==> config.mk <==
export PLATFORM = sky130hd
export DESIGN_NAME = seg_scan_driver
export DESIGN_NICKNAME = d
export VERILOG_FILES = /design/src/rtl/seg_scan_driver_pkg.sv /design/src/rtl/seg_scan_driver_binary_to_segment.sv /design/src/rtl/seg_scan_driver.sv
export SDC_FILE = /design/constraint.sdc
export NUM_CORES = 1
export LEC_CHECK = 0
export ABC_AREA = 1
export BUFFER_PORTS_ARGS = -buffer_cell sky130_fd_sc_hd__buf_2
export CORE_MARGIN = 2
export CORE_UTILIZATION = 45
export DETAILED_ROUTE_END_ITERATION = 8
export PLACE_DENSITY = 0.66
export SYNTH_ARGS = -nofsm -noshare
export SYNTH_HDL_FRONTEND = slang
export SYNTH_HIERARCHICAL = 1
export SYNTH_SLANG_ARGS = --single-unit
==> constraint.sdc <==
create_clock -name clk -period 3.4 [get_ports clk]
set_clock_uncertainty 0.15 [all_clocks]
set_input_delay 0.51 -clock clk [delete_from_list [all_inputs] [get_ports clk]]
set_output_delay 0.51 -clock clk [all_outputs]
set_load 0.005 [all_outputs]
==> src/rtl/seg_scan_driver_pkg.sv <==
// seg_scan_driver_pkg: shared constants and the leading-zero test for the scan driver
package seg_scan_driver_pkg;
   localparam logic [6:0] SEG_BLANK = 7'b1111111;
   localparam logic [3:0] AN_OFF = 4'b1111;
   localparam int NUM_DIGITS = 4;
   localparam int REFRESH_DIV_DEF = 100000;
   localparam int BLANK_CYCLES_DEF = 1000;
   // digit k>=1 is a leading zero when nibbles 3..k are all zero
   function automatic logic lz_blank(input logic [15:0] v, input logic [1:0] k);
      return k != 2'd0 && (v >> {k, 2'b00}) == 16'd0;
   endfunction
endpackage

==> src/rtl/seg_scan_driver_binary_to_segment.sv <==
// binary_to_segment: hex nibble to active-low 7-segment pattern, MSB = A
module binary_to_segment (
   input  logic [3:0] nib,
   output logic [6:0] seg
);
   always_comb begin
      seg = 7'b1111111;
      case (nib)
         4'h0: seg = 7'b0000001;
         4'h1: seg = 7'b1001111;
         4'h2: seg = 7'b0010010;
         4'h3: seg = 7'b0000110;
         4'h4: seg = 7'b1001100;
         4'h5: seg = 7'b0100100;
         4'h6: seg = 7'b0100000;
         4'h7: seg = 7'b0001111;
         4'h8: seg = 7'b0000000;
         4'h9: seg = 7'b0000100;
         4'hA: seg = 7'b0001000;
         4'hB: seg = 7'b1100000;
         4'hC: seg = 7'b0110001;
         4'hD: seg = 7'b1000010;
         4'hE: seg = 7'b0110000;
         4'hF: seg = 7'b0111000;
         default: seg = 7'b1111111;
      endcase
   end
endmodule

==> src/rtl/seg_scan_driver.sv <==
// seg_scan_driver: time-multiplexed 4-digit common-anode 7-segment scan driver
module seg_scan_driver
   import seg_scan_driver_pkg::*;
#(
   parameter int REFRESH_DIV  = REFRESH_DIV_DEF,
   parameter int BLANK_CYCLES = BLANK_CYCLES_DEF
) (
   input  logic        clk,
   input  logic        rst,
   input  logic        enable,
   input  logic        load,
   input  logic [15:0] value,
   input  logic [3:0]  dp_in,
   input  logic        blank_lz,
   output logic [3:0]  an,
   output logic [6:0]  seg,
   output logic        dp,
   output logic        frame_start
);
   localparam int PW = (REFRESH_DIV > 2) ? $clog2(REFRESH_DIV) : 1;
   logic [PW-1:0] psc;
   logic [1:0]    idx;
   logic [15:0]   disp_val, pend_val;
   logic [3:0]    disp_dp, pend_dp;
   logic          pend, tick, wrap, dark;
   logic [3:0]    nib;
   logic [6:0]    seg_dec;
   assign tick = enable && psc == PW'(REFRESH_DIV - 1);
   assign wrap = tick && idx == 2'd3;
   assign nib  = disp_val[{idx, 2'b00} +: 4];
   assign dark = blank_lz && lz_blank(disp_val, idx);
   binary_to_segment u_dec (
      .nib(nib),
      .seg(seg_dec)
   );
   always_ff @(posedge clk) begin
      if (rst) begin
         psc         <= '0;
         idx         <= 2'd0;
         disp_val    <= 16'd0;
         disp_dp     <= 4'd0;
         pend_val    <= 16'd0;
         pend_dp     <= 4'd0;
         pend        <= 1'b0;
         an          <= AN_OFF;
         seg         <= SEG_BLANK;
         dp          <= 1'b1;
         frame_start <= 1'b0;
      end else begin
         if (enable) psc <= tick ? '0 : psc + 1'b1;
         if (tick) idx <= idx + 2'd1;
         frame_start <= wrap;
         // commit only at the frame wrap so a frame never mixes two words
         if (wrap && pend) begin
            disp_val <= pend_val;
            disp_dp  <= pend_dp;
            pend     <= 1'b0;
         end
         // a coincident load lands after the commit and stays pending
         if (load) begin
            pend_val <= value;
            pend_dp  <= dp_in;
            pend     <= 1'b1;
         end
         an  <= (!enable || dark || psc < PW'(BLANK_CYCLES)) ? AN_OFF : ~(4'b0001 << idx);
         seg <= (!enable || dark) ? SEG_BLANK : seg_dec;
         dp  <= !enable || dark || !disp_dp[idx];
      end
   end
endmodule

**After elaboration in Yosys (flattened, before gate mapping)**

Memory sizes are Yosys's and may differ from the RTL's. A register that Yosys moved wholly into a read port is not among the register bits.
Cells that the tools add are included.

- Memory bits (read-only): 112
- Word-level logic and storage cells: 41
- Memories kept: 1
- Register bits: 66

Memory list:

| name | depth | width | read ports | clocked after memory_dff | wr ports | RTL line | text |
|---|---|---|---|---|---|---|---|
| (no name shown) | 16 | 7 | 1 | 1 | 0 | seg_scan_driver_binary_to_segment.sv:8 | `case (nib)` |

- Equal/unequal tests: 2
- Shift-type cells: 3
- $lt $le $gt $ge: 2
- Muxes and demuxes: 5
- Bitwise gates (word level): 1
- Add/subtract/negate cells: 2
- Reductions and logical operators: 15

Operator list:

| kind | count |
|---|---|
| adder 17 x 1 -> 17 bit (second input constant) | 1 |
| == test 17 bit (second input constant) | 1 |
| less-than comparator 17 x 10 -> 1 bit (second input constant) | 1 |
| two-way mux 17 bit | 1 |
| logical NOT 16 bit | 1 |
| variable part select 16 x 5 -> 4 bit | 1 |
| right shift 16 x 4 -> 16 bit | 1 |
| logical AND 1 bit | 5 |
| NOT 4 bit | 1 |
| nonzero test 2 bit | 2 |
| OR reduction 2 bit | 2 |
| left shift 1 x 2 -> 4 bit (first input constant) | 1 |
| logical OR 1 bit | 3 |
| less-than comparator 2 x 3 -> 1 bit (second input constant) | 1 |
| two-way mux 1 bit | 3 |
| adder 2 x 1 -> 2 bit (second input constant) | 1 |
| binary-select mux 1 bit (select 2 bit) | 1 |
| == test 2 bit (second input constant) | 1 |
| logical NOT 1 bit | 2 |

**Logic depth before layout (Yosys ltp)**

- Word-level depth: 7
- Depth in mapped cells: 13

**Hierarchy**

Netlist, hierarchy kept.

By module, submodules not included:

| module | cells each | area an instance (um^2) | instances | sequential area each (um^2) |
|---|---|---|---|---|
| seg_scan_driver | 446 | 3193.1 | 1 | 1461.4 |
| binary_to_segment | 49 | 274.0 | 1 | 0.0 |

**Worst setup path after synthesis**

Ideal clock, no wire load.

- Path type: register to register
- From: reg idx[0]
- To: reg seg[3]
- Library setup time: 0.129 ns
- Slack: 1.559 ns
- Path buffers: 1
- Period minus slack after synthesis: 1.841 ns
- Stages on the path, launching flop included: 12
- Data required time: 3.121 ns
- Arrival time: 1.562 ns
- Path through: dfxtp_1 > buf_2 > nand2_1 > nand3_1 > nand2_1 > inv_1 > inv_1 > ha_1 > nand2_1 > nand3_1 > nand2_1 > nand3b_1

- Elaborated cells between the ends (all ways): 8

RTL lines:

| item | RTL line | text |
|---|---|---|
| start, declared | seg_scan_driver.sv:22 | `logic [1:0] idx;` |
| start signal, assigned | seg_scan_driver.sv:51 | `if (tick) idx <= idx + 2'd1;` |
| variable part select 16 x 5 -> 4 bit | seg_scan_driver.sv:30 | `assign nib = disp_val[{idx, 2'b00} +: 4];` |
| net nib[1] | seg_scan_driver.sv:26 | `logic [3:0] nib;` |
| end, declared | seg_scan_driver.sv:16 | `output logic [6:0] seg,` |

The timed path passes the listed nets, and every way through them passes these cells.
A chain may end at the register's enable or synchronous reset.

**Worst setup path in the final report**

- From: reg idx[0]
- To: reg seg[0]

The elaborated chain is that of the path after synthesis.

==> summary.md <==
| Metric | Value |
|---|---|
| Hold Startpoint | `value[5]` |
| Worst-Margin Slew | `0.9762 ns` |
| Synth Warn # | `6` |
| Initial core utilization | `45.58%` |
| Number of antenna violations at the first check in global routing | `0` |
| Maximum VDD drop | `0.2356 mV` |
| Clock Path Buffers | `2` |
| DRT antenna net count | `0` |
| Leak | `1.698 nW` |
| GP Congestion | `0.8760` |
| Net Count, Synth | `532` |
| Num CTS Buffers | `9` |
| Hold_buf cts | `0` |
| Synth Area per Inst | `7.004 µm²` |
| GRT overflow | `0` |
| Setup Total Neg Slack | `0 ns` |
| Post-CTS Repair Setup Buffers | `0` |
| TritonRoute pass-1 iters | `4` |
| Avg WL per Cell | `11.16 µm` |
| Proportion of netlist area held by the largest area contributor | `42.15%` |
| Worst EP required | `3.53 ns` |
| I/O pins | `38` |
| CP delay by family, top | `simple AND/OR/NAND/NOR gates` |
| GRT Util Overall | `17.41%` |
| Sequential share of the synthesized area | `42.15%` |
| Final hold slack | `0.2870 ns` |
| Post-synth EDFFs | `0` |
| Mapped Cells | `495` |
| Layout area overhead | `12.05%` |
| Status | `finished, final reports clean` |
| Power, Total | `1.717 mW` |
| CTS clk-pin slew, worst paths | `0.08 ns` |
| Post-Syn Area | `3467 µm²` |
| Ys flop type | `dfxtp_1` |
| I/O Buffers | `37` |
| Vias per inst | `4.773` |
| Critical path class | `reg -> reg` |
| FMAX | `435.8 MHz` |
| Vias in the first global route | `2707` |
| Cts repair resizes | `0` |
| Drc violations | `0` |
| DPL Wire Length | `4.879 mm` |
| Share of layout cells above drive strength 1 | `12.88%` |
| Setup-failing EPs final | `0` |
| Largest net degree at the start of global routing | `45` |
| Crit path DAT | `2.42 ns` |
| Nets | `560` |
| Peak fanout along the critical path | `16` |
| Synthesis-stage register bit count | `73` |
| Slew Limit Fails | `0` |
| Minimum clock period | `2.294 ns` |
| Die ar. | `8423 µm²` |
| Max-Slew Margin vs Limit | `34.85%` |
| Crit-path slowest cell | `dfxtp_1` |
| CP max stage delay | `0.64 ns` |
| FFs w/ async S/R, synth | `0%` |
| Via count | `3007` |
| DP Area | `3667 µm²` |
| Worst-skew pair later-pin latency | `0.35 ns` |
| Utilization after layout | `51.07%` |
| Clock root cell | `clkbuf_8` |
| Largest cells by area after synthesis | `dfxtp_1, nand2_1, nor2_1` |
| CP Capture Type | `flip-flop` |
| Chip height | `91.78 µm` |
| Most used cell, CP | `nand2_1` |
| Crit path buffers/inverters | `1` |
| Fill count | `810` |
| Crit path cell chain | `inv_2 > nand2_1 > nand2_1 > nand2_1 > nand2_1 > nor2_1 > nand3b_1 > nand3b_1` |
| RSZ-0062 raised after global routing | `false` |
| CTS sink cnt | `73` |
| Final period utilization | `67.48%` |
| First-pass GRT wire length | `12.10 mm` |
| Final wirelength | `7.031 mm` |
| Final Instance Area | `3885 µm²` |
| Post-synth top cells | `nand2_1, nor2_1, dfxtp_1, inv_1, nand3_1` |
| N_diodes | `0` |
| Hold Crit Class | `in -> reg` |
| Reg2reg start | `idx[0]` |
| Placement Rows | `32` |
| Pwr/cell area | `441.8 nW/µm²` |
| Maxcap violations | `0` |
| Worst Setup SP | `idx[0]` |
| # H-tree levels | `3` |
| Hold Fails Final Rpt | `0` |
| Synth cell types | `31` |
| CTS tree | `done` |
| 1st-iter DRT viols | `157` |
| Synth area leader | `dfxtp_1` |
| Horiz. Die Dim | `91.78 µm` |
| Most frequent cell after synthesis | `nand2_1` |
| Startpoint types | `flip-flop` |
| Core footprint | `7607 µm²` |
[cell type report]
type                       instances  area (µm²)  share of cell area, %
multi-input combinational        344        1672                  43.03
sequential                        73        1461                  37.62
inverter                          57       214.0                  5.507
timing repair buffer              38       192.7                  4.960
tap                              102       127.6                  3.285
clock buffer                       9       123.9                  3.188
clock inverter                     7       93.84                  2.415
[cell usage in the layout, fill, tap and decap left out]
cell type / count
o21ai_0: 27
o21ai_1: 2
ha_1: 12
nand2_1: 107
nor2_2: 4
nand3_2: 1
nand3b_1: 8
o211ai_1: 1
nand3_4: 1
xor2_1: 3
bufinv_16: 2
nand4_1: 7
and2_1: 1
clkinvlp_4: 2
inv_6: 1
clkinv_2: 2
buf_4: 1
xnor2_1: 2
a21oi_1: 29
a31oi_1: 1
o21ai_2: 1
nor2_1: 80
nor3_4: 1
o22ai_1: 2
nand3_1: 47
clkbuf_8: 9
nor3_1: 6
buf_2: 37
inv_2: 6
dfxtp_1: 73
clkinv_1: 2
nor4_1: 1
inv_1: 49
[final timing paths]
| path | to | slack [ns] | cells past startpoint |
|---|---|---|---|
| max | seg[0] | 1.11 | 8 |
| min | pend_val[5] | 0.29 | 3 |
| max reg2reg | seg[0] | 1.11 | 8 |
| min reg2reg | pend_val[11] | 0.31 | 2 |
[where the power goes]
group | switching (mW) | internal, mW | leakage [nW]
logic | 0.0493 | 0.0305 | 0.996
registers | 0.0115 | 0.877 | 0.596
clock network | 0.335 | 0.413 | 0.106
total | 0.396 | 1.32 | 1.70
[stage by stage]
| step | setup slack (ns) | cells |
|---|---|---|
| 2_1_floorplan | 1.559 | 495 |
| 6_report | 1.106 | 630 |
| 5_1_grt | 0.8123 | 630 |
| 3_3_place_gp | 1.172 | 614 |
| 3_5_place_dp | 1.138 | 614 |
| 4_1_cts | 1.121 | 630 |
[registers in the layout, summed over array words and instances (netlist names), 2 cells and up]
name      count
psc          17
disp_val     16
pend_val     16
seg           7
an            4
disp_dp       4
pend_dp       4
idx           2
[layer usage]
| layer | vias up | share of wire, % | track usage [%] |
|---|---|---|---|
| li1 | 1624 | - | - |
| met1 | 1305 | 51 | 23.07 |
| met2 | 68 | 43 | 27.82 |
| met3 | 10 | 5.3 | 4.108 |
| met4 | 0 | 1.3 | 6.095 |
| met5 | - | 0 | 0 |
[worst register-to-register path, cell delays in order (launching register included)]
cell	delay, ns
dfxtp_1	0.64
inv_2	0.24
nand2_1	0.11
nand2_1	0.05
nand2_1	0.05
nand2_1	0.26
nor2_1	0.19
nand3b_1	0.34
nand3b_1	0.21
[cells by family after synthesis]
logic type	synth area share, %
xor+xnor	1.263
simple gates	33.24
flops	42.15
buf+inv	9.635
compound gates	9.383
fa+ha+maj	4.330
(Power assumes the default switching activity.)
